### src/rtl/unidade_min_ctrl.sv
// unidade_min_ctrl
// Units-of-minutes digit of the stopwatch. This block is a mod-(MAX_COUNT+1)
// BCD counter. It advances on a one-cycle TICK pulse from the seconds stage
// and contains the IDLE/RUN/PAUSE control FSM. It also drives its own
// 7-segment digit. CARRY feeds the tens-of-minutes stage.
//
// Parameters
//   MAX_COUNT       last value before wrap (1..15); count runs 0..MAX_COUNT
//   SEG_ACTIVE_LOW  1: segment lit when output is 0; 0: lit when output is 1
// Ports
//   CLK_IN   in   system clock, rising edge
//   RST      in   asynchronous active-high reset
//   TICK     in   one-minute pulse, one CLK_IN cycle wide
//   START    in   level: enter RUN from IDLE/PAUSE
//   STOP     in   level: RUN -> PAUSE
//   CLR      in   synchronous clear to IDLE, count 0
//   LOAD     in   preset count from DIN (IDLE/PAUSE only)
//   DIN      in   [3:0] preset value, saturated to MAX_COUNT
//   COUNT    out  [3:0] registered digit value
//   CARRY    out  registered one-cycle pulse after each MAX_COUNT->0 wrap
//   RUNNING  out  high while the FSM is in RUN
//   a..g     out  7-segment outputs decoded from the COUNT register
module unidade_min_ctrl #(
  parameter int MAX_COUNT      = 9,
  parameter bit SEG_ACTIVE_LOW = 1'b1
) (
  input  logic       CLK_IN,
  input  logic       RST,
  input  logic       TICK,
  input  logic       START,
  input  logic       STOP,
  input  logic       CLR,
  input  logic       LOAD,
  input  logic [3:0] DIN,
  output logic [3:0] COUNT,
  output logic       CARRY,
  output logic       RUNNING,
  output logic       a,
  output logic       b,
  output logic       c,
  output logic       d,
  output logic       e,
  output logic       f,
  output logic       g
);

  localparam logic [1:0] IDLE  = 2'd0;
  localparam logic [1:0] RUN   = 2'd1;
  localparam logic [1:0] PAUSE = 2'd2;

  localparam logic [3:0] MAX_V = 4'(MAX_COUNT);

  // A preset above the top of the count range is clamped to MAX_COUNT.
  function automatic logic [3:0] sat_load(input logic [3:0] v);
    return (v > MAX_V) ? MAX_V : v;
  endfunction

  // Returns the lit set {a,b,c,d,e,f,g} with 1 = lit. Codes 10..15 are blank.
  function automatic logic [6:0] seg_decode(input logic [3:0] v);
    logic [6:0] lit;
    case (v)
      4'd0:    lit = 7'b1111110;
      4'd1:    lit = 7'b0110000;
      4'd2:    lit = 7'b1101101;
      4'd3:    lit = 7'b1111001;
      4'd4:    lit = 7'b0110011;
      4'd5:    lit = 7'b1011011;
      4'd6:    lit = 7'b1011111;
      4'd7:    lit = 7'b1110000;
      4'd8:    lit = 7'b1111111;
      4'd9:    lit = 7'b1111011;
      default: lit = 7'b0000000;
    endcase
    return lit;
  endfunction

  logic [1:0] state_p0;
  logic [1:0] state_nxt;
  logic [3:0] count_p0;
  logic [3:0] count_nxt;
  logic       carry_p0;
  logic       carry_nxt;
  logic [6:0] seg_lit;
  logic [6:0] seg_out;

  // Control FSM. The priority is CLR > STOP > START. STOP wins over START
  // even in PAUSE, so pressing both holds the pause.
  always_comb begin
    state_nxt = state_p0;
    if (CLR) begin
      state_nxt = IDLE;
    end else if (STOP) begin
      if (state_p0 == RUN) state_nxt = PAUSE;
    end else if (START) begin
      if (state_p0 == IDLE || state_p0 == PAUSE) state_nxt = RUN;
    end
    if (state_p0 == 2'd3) state_nxt = IDLE;
  end

  // Counting depends on the registered state. A TICK that arrives together
  // with STOP is still counted. A TICK that arrives together with the START
  // that leaves IDLE/PAUSE is not counted.
  always_comb begin
    count_nxt = count_p0;
    carry_nxt = 1'b0;
    if (CLR) begin
      count_nxt = 4'd0;
    end else if (state_p0 == RUN) begin
      if (TICK) begin
        if (count_p0 >= MAX_V) begin
          count_nxt = 4'd0;
          carry_nxt = 1'b1;
        end else begin
          count_nxt = count_p0 + 4'd1;
        end
      end
    end else if (LOAD) begin
      count_nxt = sat_load(DIN);
    end
  end

  // Stage p0: state, digit and carry registers
  always_ff @(posedge CLK_IN or posedge RST) begin
    if (RST) begin
      state_p0 <= IDLE;
      count_p0 <= 4'd0;
      carry_p0 <= 1'b0;
    end else begin
      state_p0 <= state_nxt;
      count_p0 <= count_nxt;
      carry_p0 <= carry_nxt;
    end
  end

  assign seg_lit = seg_decode(count_p0);
  assign seg_out = SEG_ACTIVE_LOW ? ~seg_lit : seg_lit;

  assign COUNT   = count_p0;
  assign CARRY   = carry_p0;
  assign RUNNING = (state_p0 == RUN);
  assign {a, b, c, d, e, f, g} = seg_out;

endmodule

### config.mk
export PLATFORM = sky130hd
export DESIGN_NAME = unidade_min_ctrl
export DESIGN_NICKNAME = d
export VERILOG_FILES = /design/src/rtl/unidade_min_ctrl.sv
export SDC_FILE = /design/constraint.sdc
export NUM_CORES = 1
export LEC_CHECK = 0
export ABC_CLOCK_PERIOD_IN_PS = 3200
export CAP_MARGIN = 5
export CORE_AREA = 2 2 40 46
export CTS_CLUSTER_DIAMETER = 200
export DETAILED_ROUTE_END_ITERATION = 8
export DIE_AREA = 0 0 42 48
export GPL_ROUTABILITY_DRIVEN = 1
export HOLD_SLACK_MARGIN = 0.03
export PLACE_DENSITY = 0.74
export SLEW_MARGIN = 20
export SYNTH_ARGS = -nofsm -noshare
export SYNTH_HDL_FRONTEND = slang
export SYNTH_SLANG_ARGS = --single-unit
### constraint.sdc
create_clock -name CLK_IN -period 3.2 [get_ports CLK_IN]
set_clock_uncertainty 0.05 [all_clocks]
set_input_delay 0.64 -clock CLK_IN [delete_from_list [all_inputs] [get_ports CLK_IN]]
set_output_delay 0.64 -clock CLK_IN [all_outputs]
set_load 0.005 [all_outputs]
==> Word-level counts from Yosys, hierarchy flattened <==
Memories as Yosys holds them, arrays and structs flattened.
Index checks and enable logic that the tools add are counted.
{ "classes": {"add_sub_neg": 1, "n_mul": 0, "n_div": 0, "n_lt_le_gt_ge": 2, "eq_ne": 5, "n_shift": 0, "n_mux": 16, "bitwise": 1, "reduce_logical": 7} }
{ "op_table": {"columns": ["cell", "n"], "rows": [
  ["$mux W4", 6],
  ["$mux W2", 6],
  ["$reduce_bool A4 Y1", 2],
  ["$not A7 Y7", 1],
  ["$add A4 B1 Y4 const B", 1],
  ["$eq A2 B2 Y1 const B", 2],
  ["$ge A4 B4 Y1 const B", 1],
  ["$gt A4 B4 Y1 const B", 1],
  ["$mux W1", 4],
  ["$ne A4 B2 Y1 const B", 1],
  ["$ne A3 B3 Y1 const B", 1],
  ["$reduce_and A3 Y1", 1],
  ["$reduce_bool A3 Y1", 1],
  ["$eq A2 B1 Y1 const B", 1],
  ["$logic_not A2 Y1", 1],
  ["$reduce_and A2 Y1", 1],
  ["$logic_or A1 B1 Y1", 1]
]} }
{ "word_totals": {"regBits": 7, "latch_bits": 0, "ram_bits": 0, "rom_bits": 112, "elab_cells": 36, "n_memories": 1} }
{ "mem_list": {"columns": ["memory", "words", "word_bits", "read_ports", "rd_ports_with_merged_regs", "wr", "line", "rtl"], "rows": [
  ["(no name shown)", 16, 7, 1, 0, 0, "61", "case (v)"]
]} }

==> Depth between registers and ports, before layout <==
Gate-level depths: netlist of the first run.
{ "depth": {"word_depth": 7, "mapped_depth": 6, "mapped_depth_nobuf": 6} }

==> Worst setup path before layout of the first run <==
No wires, ideal clock.
{ "synth_timing": {"path_type": "register to output", "start": "register count_p0[1], in the netlist COUNT[1]", "end": "output port a", "arrival_time_ps": 1179, "required_time_ps": 2510, "path_slack_ps": 1331, "path_stages_with_launch": 6, "path_cell_list": "dfrtp_1 inv_1 ha_1 or2_2 a21oi_1 nor2_1"} }
{ "synth_via": {"elab_chain_cells": 2} }
{ "synth_lines": {"columns": ["element", "line", "rtl"], "rows": [
  ["from (decl)", "79", "logic [3:0] count_p0;"],
  ["from (signal assigned)", "130", "count_p0 <= count_nxt;"],
  ["$mem_v2 Z16 W7", null, null],
  ["$not A7 Y7", "136", "assign seg_out = SEG_ACTIVE_LOW ? ~seg_lit : seg_lit;"],
  ["to (decl)", "38", "output logic a,"]
]} }
No other way between the ends.

==> Worst setup path in the final report of the first run <==
{ "layout_timing": {"start": "register count_p0[1], in the netlist COUNT[1]", "end": "output port d"} }
{ "layout_via": {"elab_chain_cells": 2} }
{ "layout_lines": {"columns": ["element", "line", "rtl"], "rows": [
  ["$mem_v2 Z16 W7", null, null],
  ["$not A7 Y7", "136", null],
  ["to (decl)", "41", "output logic d,"]
]} }
No other way between the ends.

==> results of run 1 <==
worst max-delay path, stage by stage (launching register included):
cell and delay [ns]:
dfrtp_1 0.44, inv_1 0.14, ha_1 0.23, or2_2 0.29
a21oi_1 0.14, nor2_1 0.05, clkdlybuf4s50_1 0.44
cell usage in the layout, fill, tap and decap left out:
cell / instances
and3_1: 1
clkbuf_1: 1
inv_1: 7
or2b_1: 1
a311oi_1: 1
clkbuf_4: 3
nand2_1: 6
o32ai_1: 1
nor3_1: 1
o21ai_0: 3
mux2i_4: 1
a21oi_1: 9
nand2b_4: 1
or2_2: 1
a21oi_4: 1
dfrtp_1: 7
a221oi_1: 2
nand2b_1: 2
or3b_4: 1
and4b_1: 1
or2_1: 1
and2_1: 1
ha_1: 5
a32oi_1: 1
or3_1: 1
a22oi_1: 1
nor2_1: 7
nand4b_1: 1
clkdlybuf4s50_1: 23
a211oi_1: 2
clkinv_4: 1
logic make-up (layout without fill, tap and decap cells):
family / after synthesis / after routing
AO/OA/AOI/OAI: 21 / 21
adder cells (fa/ha/maj): 5 / 5
buffers and inverters: 10 / 35
multiplexers: 1 / 1
flip-flops: 7 / 7
AND/OR/NAND/NOR: 26 / 26
per-layer routing:
layer / up-vias / GRT usage (%)
li1: 300 / -
met1: 269 / 15.1
met2: 25 / 29.4
met3: 2 / 4.91
met4: 0 / 6.45
met5: - / 0
where the power goes:
group	internal, uW	switching, uW	leakage (uW)
clock	47.5	31.2	0.0000150
sequential	93.3	9.61	0.0000942
combinational	65.6	46.4	0.000253
total	206	87.2	0.000362
state kept, by name, summed over array words and instances (netlist names):
name / cells
COUNT: 4
state_p0: 2
CARRY: 1
per-stage QoR:
stage          util (%)  hold slack (ns)  cells
6_report           56.9            0.489    112
5_1_grt            56.9            0.541    112
4_1_cts            56.9            0.498    112
3_5_place_dp       55.1            0.484    108
3_3_place_gp       55.1            0.485    108
2_1_floorplan         -            0.393     70
worst paths after layout:
check | from | endpoint | slack, ns | cells after the start
max | COUNT[1]$_DFFE_PP0P_ | d | 0.53 | 6
min | state_p0[1]$_DFFE_PP0P_ | state_p0[1]$_DFFE_PP0P_ | 0.49 | 2
max reg2reg | COUNT[1]$_DFFE_PP0P_ | COUNT[2]$_DFFE_PP0P_ | 1.21 | 6
min reg2reg | state_p0[1]$_DFFE_PP0P_ | state_p0[1]$_DFFE_PP0P_ | 0.49 | 2
max in group asynchronous | RST | CARRY$_DFF_PP0_ | 2.33 | 2
min in group asynchronous | RST | COUNT[3]$_DFFE_PP0P_ | 0.56 | 2
cell type report:
cell class / count / area [um2] / share of cell area, %
clock buffers: 4 / 26.3 / 3.04
multi-input cells: 53 / 377 / 43.6
flip-flops and latches: 7 / 175 / 20.3
repair buffers: 23 / 230 / 26.6
inverters: 8 / 35.0 / 4.05
well taps: 17 / 21.3 / 2.46
==> impl_metrics.csv, run 1 <==
group,metric,value,unit
status,status,"finished, final reports clean",
route,drt_iter0_markers,6,
timing,tightest_slew,0.435,ns
timing,period_minus_slack,2.67,ns
cts,cts_setup_buffers,0,
route,drt_first_pass_iters,4,
cts,cts_resized,0,
logic_synthesis,synth.net_count,86,
global_route,grt_max_degree,14,
logic_synthesis,synth_top_family_by_area,"simple AND/OR/NAND/NOR gates",
cts,clock_latency,0.25,ns
logic_synthesis,synth_cells,70,
logic_synthesis,yosysSeqAreaShare,29.1,%
timing,finalSetupTns,0,ns
die,die_w,42,um
logic_synthesis,synth_top_area_share,29.1,%
logic_synthesis,synth_most_common_cell,"a21oi_1",
route,wirelength,1410,um
power,p_total,294,uW
route,num_vias,596,
power,p_leak,0.000362,uW
place,place_area,838,um2
critical_path,crit_required,2.51,ns
finish,layout-drive-gt1-share,9.47,%
place,pre_cts_slack,0.807,ns
logic_synthesis,synth_compound_area_share,23.7,%
flow_run,drv_cap,0,
timing,max_slew_margin,71.0,%
route,drcViolationCount,0,
timing,rsz0062_at_grt,"no",
cts,root_buffer,"clkbuf_4",
timing,fmax,375,MHz
place,portBuffers,23,
die,die_h,48,um
logic_synthesis,synthesis.area,602,um2
critical_path,worstPathArrival,1.98,ns
cts,cts_buffers,3,
die,fp.dieArea,2020,um2
die,rows,15,
logic_synthesis,yosys_register_bits,7,
route,top_layer,"met4",
cts,clockBufferDepth,2,
die,fp.coreArea,1520,um2
cts,cts_tree,"yes",
die,initial_core_util,39.6,%
route,dr_wl_met2,742,um
finish,fill_cells,134,
logic_synthesis,synth_async_sr_flop_share,100,%
critical_path,worst-setup-path-type,"reg2out",
logic_synthesis,synth-edff-count,0,
finish,n_antenna_cell,0,
logic_synthesis,synth-simple-area-share,24.7,%
global_route,grt.overflow.total,0,
finish,syn_to_final_growth,43.7,%
critical_path,critPathMaxFanout,7,
logic_synthesis,synthMuxAreaShare,3.74,%
route,drtAntennaViolNets,0,
timing,post-route-period-util,83.4,%
cts,postCtsHoldBufs,0,
logic_synthesis,avgSynthCellArea,8.60,um2
power,p_per_area,340,nW/um2
route,via_per_inst,5.32,
finish,final_cell_area,865,um2
logic_synthesis,synth_ff_type,"dfrtp_1",
logic_synthesis,synthAdderAreaFrac,10.4,%
timing,fin_ws,0.531,ns
cts,htree_levels,1,
route,wl_per_cell,12.6,um
worst_hold_path,hold_path.class,"reg2reg",
power,ir_drop,0.406,mV
timing,setup_violations,0,
global_route,grt_pass1_vias,538,
logic_synthesis,synth_xor_area_share,0,%
critical_path,startpoint_type,"register",
route,routedLengthMet1,560,um
critical_path,end_kind,"primary output",
cts,path_clk_slew,0.05,ns
global_route,grt_usage,15.0,%
die,ios,24,
route,wl_met3,95,um
place,gp_congestion,0.746,
cts,clock_sinks,7,
logic_synthesis,synth_area_leader_cell,"dfrtp_1",
logic_synthesis,netlist_top_cells_area,"dfrtp_1, ha_1, a21oi_1",
place,dp_hpwl,1140,um
global_route,antenna_found_initial,0,
logic_synthesis,synth_cell_types,30,
finish,nNetsFinal,112,
global_route,grt_pass1_wl,2230,um
timing,drv_slew,0,
logic_synthesis,ys_warn_count,0,
logic_synthesis,synth_commonest_cells,"a21oi_1, dfrtp_1, inv_1, nor2_1, nand2_1",
timing,hold_viol_final,0,
Power figures use the tool's default switching activity.
==> inputs of run 2 (changes only) <==
--- a/config.mk
+++ b/config.mk
@@ -5,7 +5,7 @@
 export SDC_FILE = /design/constraint.sdc
 export NUM_CORES = 1
 export LEC_CHECK = 0
-export ABC_CLOCK_PERIOD_IN_PS = 3200
+export ABC_CLOCK_PERIOD_IN_PS = 2490
 export CAP_MARGIN = 5
 export CORE_AREA = 2 2 40 46
 export CTS_CLUSTER_DIAMETER = 200
==> constraint.sdc (replaced) <==
create_clock -name CLK_IN -period 2.49 [get_ports CLK_IN]
set_clock_uncertainty 0.05 [all_clocks]
set_input_delay 0.498 -clock CLK_IN [delete_from_list [all_inputs] [get_ports CLK_IN]]
set_output_delay 0.498 -clock CLK_IN [all_outputs]
set_load 0.005 [all_outputs]
==> impl_metrics.csv, run 2 (same netlist as run 1, synthesis figures left out) <==
group,metric,value,unit
die,fp.coreArea,1520,um2
place,dp_cells,108,
finish,final_cell_mix,"clkdlybuf4s50_1, a21oi_1, nor2_1",
global_route,antenna_found_initial,0,
timing,tightest_slew,0.433,ns
cts,clock_latency,0.25,ns
critical_path,end_kind,"primary output",
finish,final_cell_count_no_fill,114,
power,ir_drop,0.522,mV
die,die_w,42,um
die,ios,24,
global_route,grt_pass1_vias,547,
timing,finalSetupTns,0,ns
global_route,grtUsageMet1,15.5,%
route,num_vias,611,
worst_hold_path,hold_path.class,"in2async",
route,wirelength,1440,um
finish,n_antenna_cell,0,
critical_path,critPathMaxFanout,3,
global_route,grt_max_degree,14,
route,drcViolationCount,0,
finish,syn_to_final_growth,46.8,%
global_route,grt_pass1_wl,2300,um
global_route,grt_usage,15.4,%
cts,postCtsHoldBufs,0,
finish,fill_cells,136,
route,via_per_inst,5.36,
place,gp_congestion,0.746,
timing,rsz0062_at_grt,"no",
cts,clock_sinks,7,
route,drt_iter0_markers,7,
finish,layout_commonest_cell,"clkdlybuf4s50_1",
die,die_h,48,um
route,wl_per_cell,12.6,um
global_route,grtUsageMet2,30.3,%
cts,cts_tree,"yes",
timing,period_minus_slack,2.37,ns
global_route,grt_use_met3,4.91,%
place,dp_hpwl,1140,um
cts,root_buffer,"clkbuf_4",
global_route,grt.overflow.total,0,
route,drtAntennaViolNets,0,
timing,drv_slew,0,
finish,final_cell_area,883,um2
critical_path,worst-setup-path-type,"reg2out",
global_route,grt_busiest_layer,"met2",
die,initial_core_util,39.6,%
finish,utilization,58.1,%
finish,nNetsFinal,114,
cts,htree_levels,1,
timing,setup_violations,0,
critical_path,worstPathArrival,1.83,ns
cts,cts_buffers,3,
status,status,"finished, final reports clean",
power,p_leak,0.000369,uW
timing,post-route-period-util,95.4,%
critical_path,rr_startpoint,"COUNT[1]$_DFFE_PP0P_",
route,drt_first_pass_iters,4,
power,p_per_area,434,nW/um2
timing,max_slew_margin,71.1,%
finish,largest_reg_flops,4,
place,portBuffers,23,
cts,path_clk_slew,0.05,ns
critical_path,startpoint_type,"register",
die,rows,15,
timing,fmax,421,MHz
timing,hold_slack,0.412,ns
finish,layout-drive-gt1-share,14.4,%
flow_run,drv_cap,0,
place,place_area,838,um2
critical_path,crit_required,1.94,ns
cts,clockBufferDepth,2,
critical_path,reg2reg_depth,6,
critical_path,r2r-end,"COUNT[2]$_DFFE_PP0P_",
timing,hold_viol_final,0,
die,fp.dieArea,2020,um2
critical_path,rrSetupSlack,0.63,ns
-- run 2: cell types whose count changed in the layout (fill, tap and decap cells not counted) --
cell | before | now
ha_2 | 0 | 1
dfrtp_1 | 7 | 6
inv_1 | 7 | 6
dfrtp_2 | 0 | 1
inv_2 | 0 | 1
ha_1 | 5 | 4
buf_4 | 0 | 2
-- run 2: layer usage --
| layer | routed length [um] | vias to the layer above |
|---|---|---|
| met1 | 557 | 276 |
| met2 | 766 | 29 |
| met4 | 10 | 0 |
| li1 | - | 304 |
| met3 | 101 | 2 |
| met5 | 0 | - |
-- run 2: where the power goes --
part / leakage, uW / internal, uW / switching (uW)
Combinational: 0.000261 / 88.4 / 62.7
Clock: 0.0000150 / 61.1 / 40.6
Sequential: 0.0000928 / 120 / 10.2
Total: 0.000369 / 270 / 114
-- run 2: repair_timing --
item	in CTS	in global routing
buffers inserted	1	1
endpoints found under the setup margin	2	2
gates resized for setup	1	2
gates cloned	0	0
hold endpoints to repair	0	0
-- run 2: layout make-up --
class / count / area [um2] / area share (%)
multi-input combinational: 53 / 379 / 42.9
timing repair buffer: 25 / 245 / 27.8
sequential: 7 / 176 / 20.0
inverter: 8 / 35.0 / 3.97
clock buffer: 4 / 26.3 / 2.97
tap: 17 / 21.3 / 2.41
-- run 2: worst max-delay path by stage --
stage / startpoint / endpoint / slack [ns] / cells past startpoint
after floorplan: COUNT[1]$_DFFE_PP0P_ / COUNT[0]$_DFFE_PP0P_ / 0.76 / 6
after global placement: COUNT[1]$_DFFE_PP0P_ / a / 0.32 / 6
after detailed placement: COUNT[1]$_DFFE_PP0P_ / a / 0.24 / 6
after CTS: COUNT[1]$_DFFE_PP0P_ / a / 0.03 / 6
after global routing: COUNT[1]$_DFFE_PP0P_ / d / 0.02 / 6
final: COUNT[0]$_DFFE_PP0P_ / f / 0.12 / 7
-- run 2: metrics by stage --
stage	worst slack (ns)	power, uW
floorplan	0.755	203
global placement	0.315	274
detailed placement	0.239	278
CTS	0.0299	382
global route	0.0191	408
finish	0.116	383
-- run 2: worst max-delay path: stages (launching register included) --
cell	delay, ns
dfrtp_1	0.41
buf_4	0.16
ha_1	0.20
inv_1	0.07
nand2_1	0.07
a21oi_1	0.17
nor2_1	0.05
clkdlybuf4s50_1	0.44
==> inputs of run 3 (changes only) <==
--- a/config.mk
+++ b/config.mk
@@ -11,10 +11,13 @@
 export CTS_CLUSTER_DIAMETER = 200
 export DETAILED_ROUTE_END_ITERATION = 8
 export DIE_AREA = 0 0 42 48
+export DONT_BUFFER_PORTS = 1
 export GPL_ROUTABILITY_DRIVEN = 1
 export HOLD_SLACK_MARGIN = 0.03
-export PLACE_DENSITY = 0.74
+export PLACE_DENSITY = 0.54
+export SETUP_SLACK_MARGIN = 0.5
 export SLEW_MARGIN = 20
 export SYNTH_ARGS = -nofsm -noshare
 export SYNTH_HDL_FRONTEND = slang
 export SYNTH_SLANG_ARGS = --single-unit
+export TNS_END_PERCENT = 30
==> impl_metrics.csv, run 3 (same netlist as run 1, synthesis figures left out) <==
group,metric,value,unit
status,status,"finished, final reports clean",
critical_path,crit_buf_inv,1,
finish,fill_cells,162,
finish,utilization,45.8,%
die,rows,15,
critical_path,slowest_stage,"dfrtp_2",
cts,clock_sinks,7,
finish,seq_area,179,um2
finish,nNetsFinal,91,
timing,fmax,512,MHz
die,die_w,42,um
timing,finalSetupTns,0,ns
power,ir_drop,0.249,mV
power,comb_power_share,27.8,%
timing,drv_slew,0,
global_route,grt_pass1_wl,2420,um
critical_path,end_kind,"primary output",
finish,syn_to_final_growth,15.6,%
critical_path,worstPathArrival,1.40,ns
finish,final_cell_mix,"nor2_1, nand2_1, a21oi_1, inv_1",
finish,multiInputGateArea,412,um2
power,p_leak,0.000281,uW
critical_path,rrSetupSlack,0.61,ns
place,dp_cells,85,
finish,layout_commonest_cell,"nor2_1",
route,wirelength,1430,um
critical_path,critPathMaxFanout,5,
cts,root_buffer,"clkbuf_4",
timing,max_slew_margin,65.0,%
cts,clock_latency,0.26,ns
critical_path,startpoint_type,"register",
power,p_clk_share,32.1,%
timing,setup_violations,0,
cts,cts_buffers,3,
finish,largest_reg_flops,4,
place,portBuffers,0,
cts,cts_tree,"yes",
die,fp.coreArea,1520,um2
timing,rsz0062_at_grt,"yes",
critical_path,crit_required,1.94,ns
power,intPower,226,uW
finish,layout-drive-gt1-share,29.7,%
place,gp_congestion,0.812,
global_route,grt_usage,15.8,%
finish,final_cell_count_no_fill,91,
power,pwr-share-seq,40.1,%
route,drtAntennaViolNets,0,
critical_path,path_cells,"inv_4 -> ha_2 -> or2b_1 -> a21oi_2 -> nor2_1",
critical_path,worst-setup-path-type,"reg2out",
global_route,grt_max_degree,14,
cts,htree_levels,1,
cts,path_clk_slew,0.06,ns
route,wl_per_cell,15.7,um
power,switching_share,33.6,%
die,die_h,48,um
die,initial_core_util,39.6,%
worst_hold_path,hold_path.class,"in2reg",
die,ios,24,
route,drcViolationCount,0,
timing,period_minus_slack,1.95,ns
power,switchingPower,114,uW
flow_run,drv_cap,0,
route,drt_iter0_markers,2,
route,via_per_inst,5.90,
critical_path,cp_top_family,"flip-flops",
critical_path,cp_slowest_stage_delay,0.45,ns
route,num_vias,537,
die,fp.dieArea,2020,um2
power,p_per_area,489,nW/um2
finish,n_antenna_cell,0,
global_route,antenna_found_initial,0,
timing,tightest_slew,0.525,ns
cts,clockBufferDepth,2,
place,dp_hpwl,1090,um
timing,hold_viol_final,0,
timing,post-route-period-util,78.4,%
global_route,grt_pass1_vias,530,
route,drt_first_pass_iters,4,
global_route,grt.overflow.total,0,
run 3: cell count changes in the layout (fill, tap and decap cells not counted), sizes merged:
cell	delta
buf	-1
clkdlybuf4s50	-23
dlygate4sd3	+1
run 3: per-layer routing:
metal | part of all wire (%) | up-vias | GRT usage [%]
met5 | 0 | - | 0
met1 | 42 | 256 | 18.9
met2 | 51 | 23 | 28.4
li1 | - | 258 | -
met4 | 0 | 0 | 5.81
met3 | 6.8 | 0 | 3.77
run 3: path summary, 6_finish.rpt:
check,to,startpoint,depth (start not counted)
worst max-delay path,a,COUNT[0]$_DFFE_PP0P_,5
max in group asynchronous,COUNT[1]$_DFFE_PP0P_,RST,2
worst min-delay path,COUNT[1]$_DFFE_PP0P_,CLR,1
worst min register to register,state_p0[1]$_DFFE_PP0P_,state_p0[1]$_DFFE_PP0P_,2
min in group asynchronous,COUNT[2]$_DFFE_PP0P_,RST,2
worst max register to register,COUNT[0]$_DFFE_PP0P_,COUNT[1]$_DFFE_PP0P_,6
run 3: stage by stage:
stage	hold WS (ns)	total power, uW	worst slack, ns	instance area, um2
2_1_floorplan	0.251	203	0.755	602
3_3_place_gp	0.301	217	0.534	608
3_5_place_dp	0.300	216	0.539	608
4_1_cts	0.246	334	0.487	674
5_1_grt	0.244	361	0.468	696
6_report	0.246	341	0.537	696
run 3: worst reg2reg max path, stage by stage (launching register included):
cell      delay [ns]
dfrtp_2         0.47
inv_4           0.11
ha_2            0.20
or3b_4          0.39
a21oi_4         0.19
a221oi_1        0.11
a211oi_1        0.26
run 3: what timing repair did:
item,4_1_cts,5_1_grt
endpoints found under the hold margin,3,0
endpoints found under the setup margin,2,6
resized for setup,8,8
hold buffers,1,0
setup buffers,1,0
pin swaps,0,2
run 3: power groups by stage:
stage / sequential [uW] / combinational [uW] / clock [uW]
5_1_grt: 139 / 107 / 115
3_3_place_gp: 135 / 81.9 / 0
4_1_cts: 135 / 88.6 / 110
6_report: 137 / 94.7 / 109
2_1_floorplan: 128 / 74.6 / 0
3_5_place_dp: 135 / 81.2 / 0
run 3: area by class of cell:
type	instances	share of cell area (%)
Multi-Input combinational cell	53	59.2
Tap cell	17	3.06
Sequential cell	7	25.7
Timing Repair Buffer	2	2.52
Inverter	8	5.76
Clock buffer	4	3.78
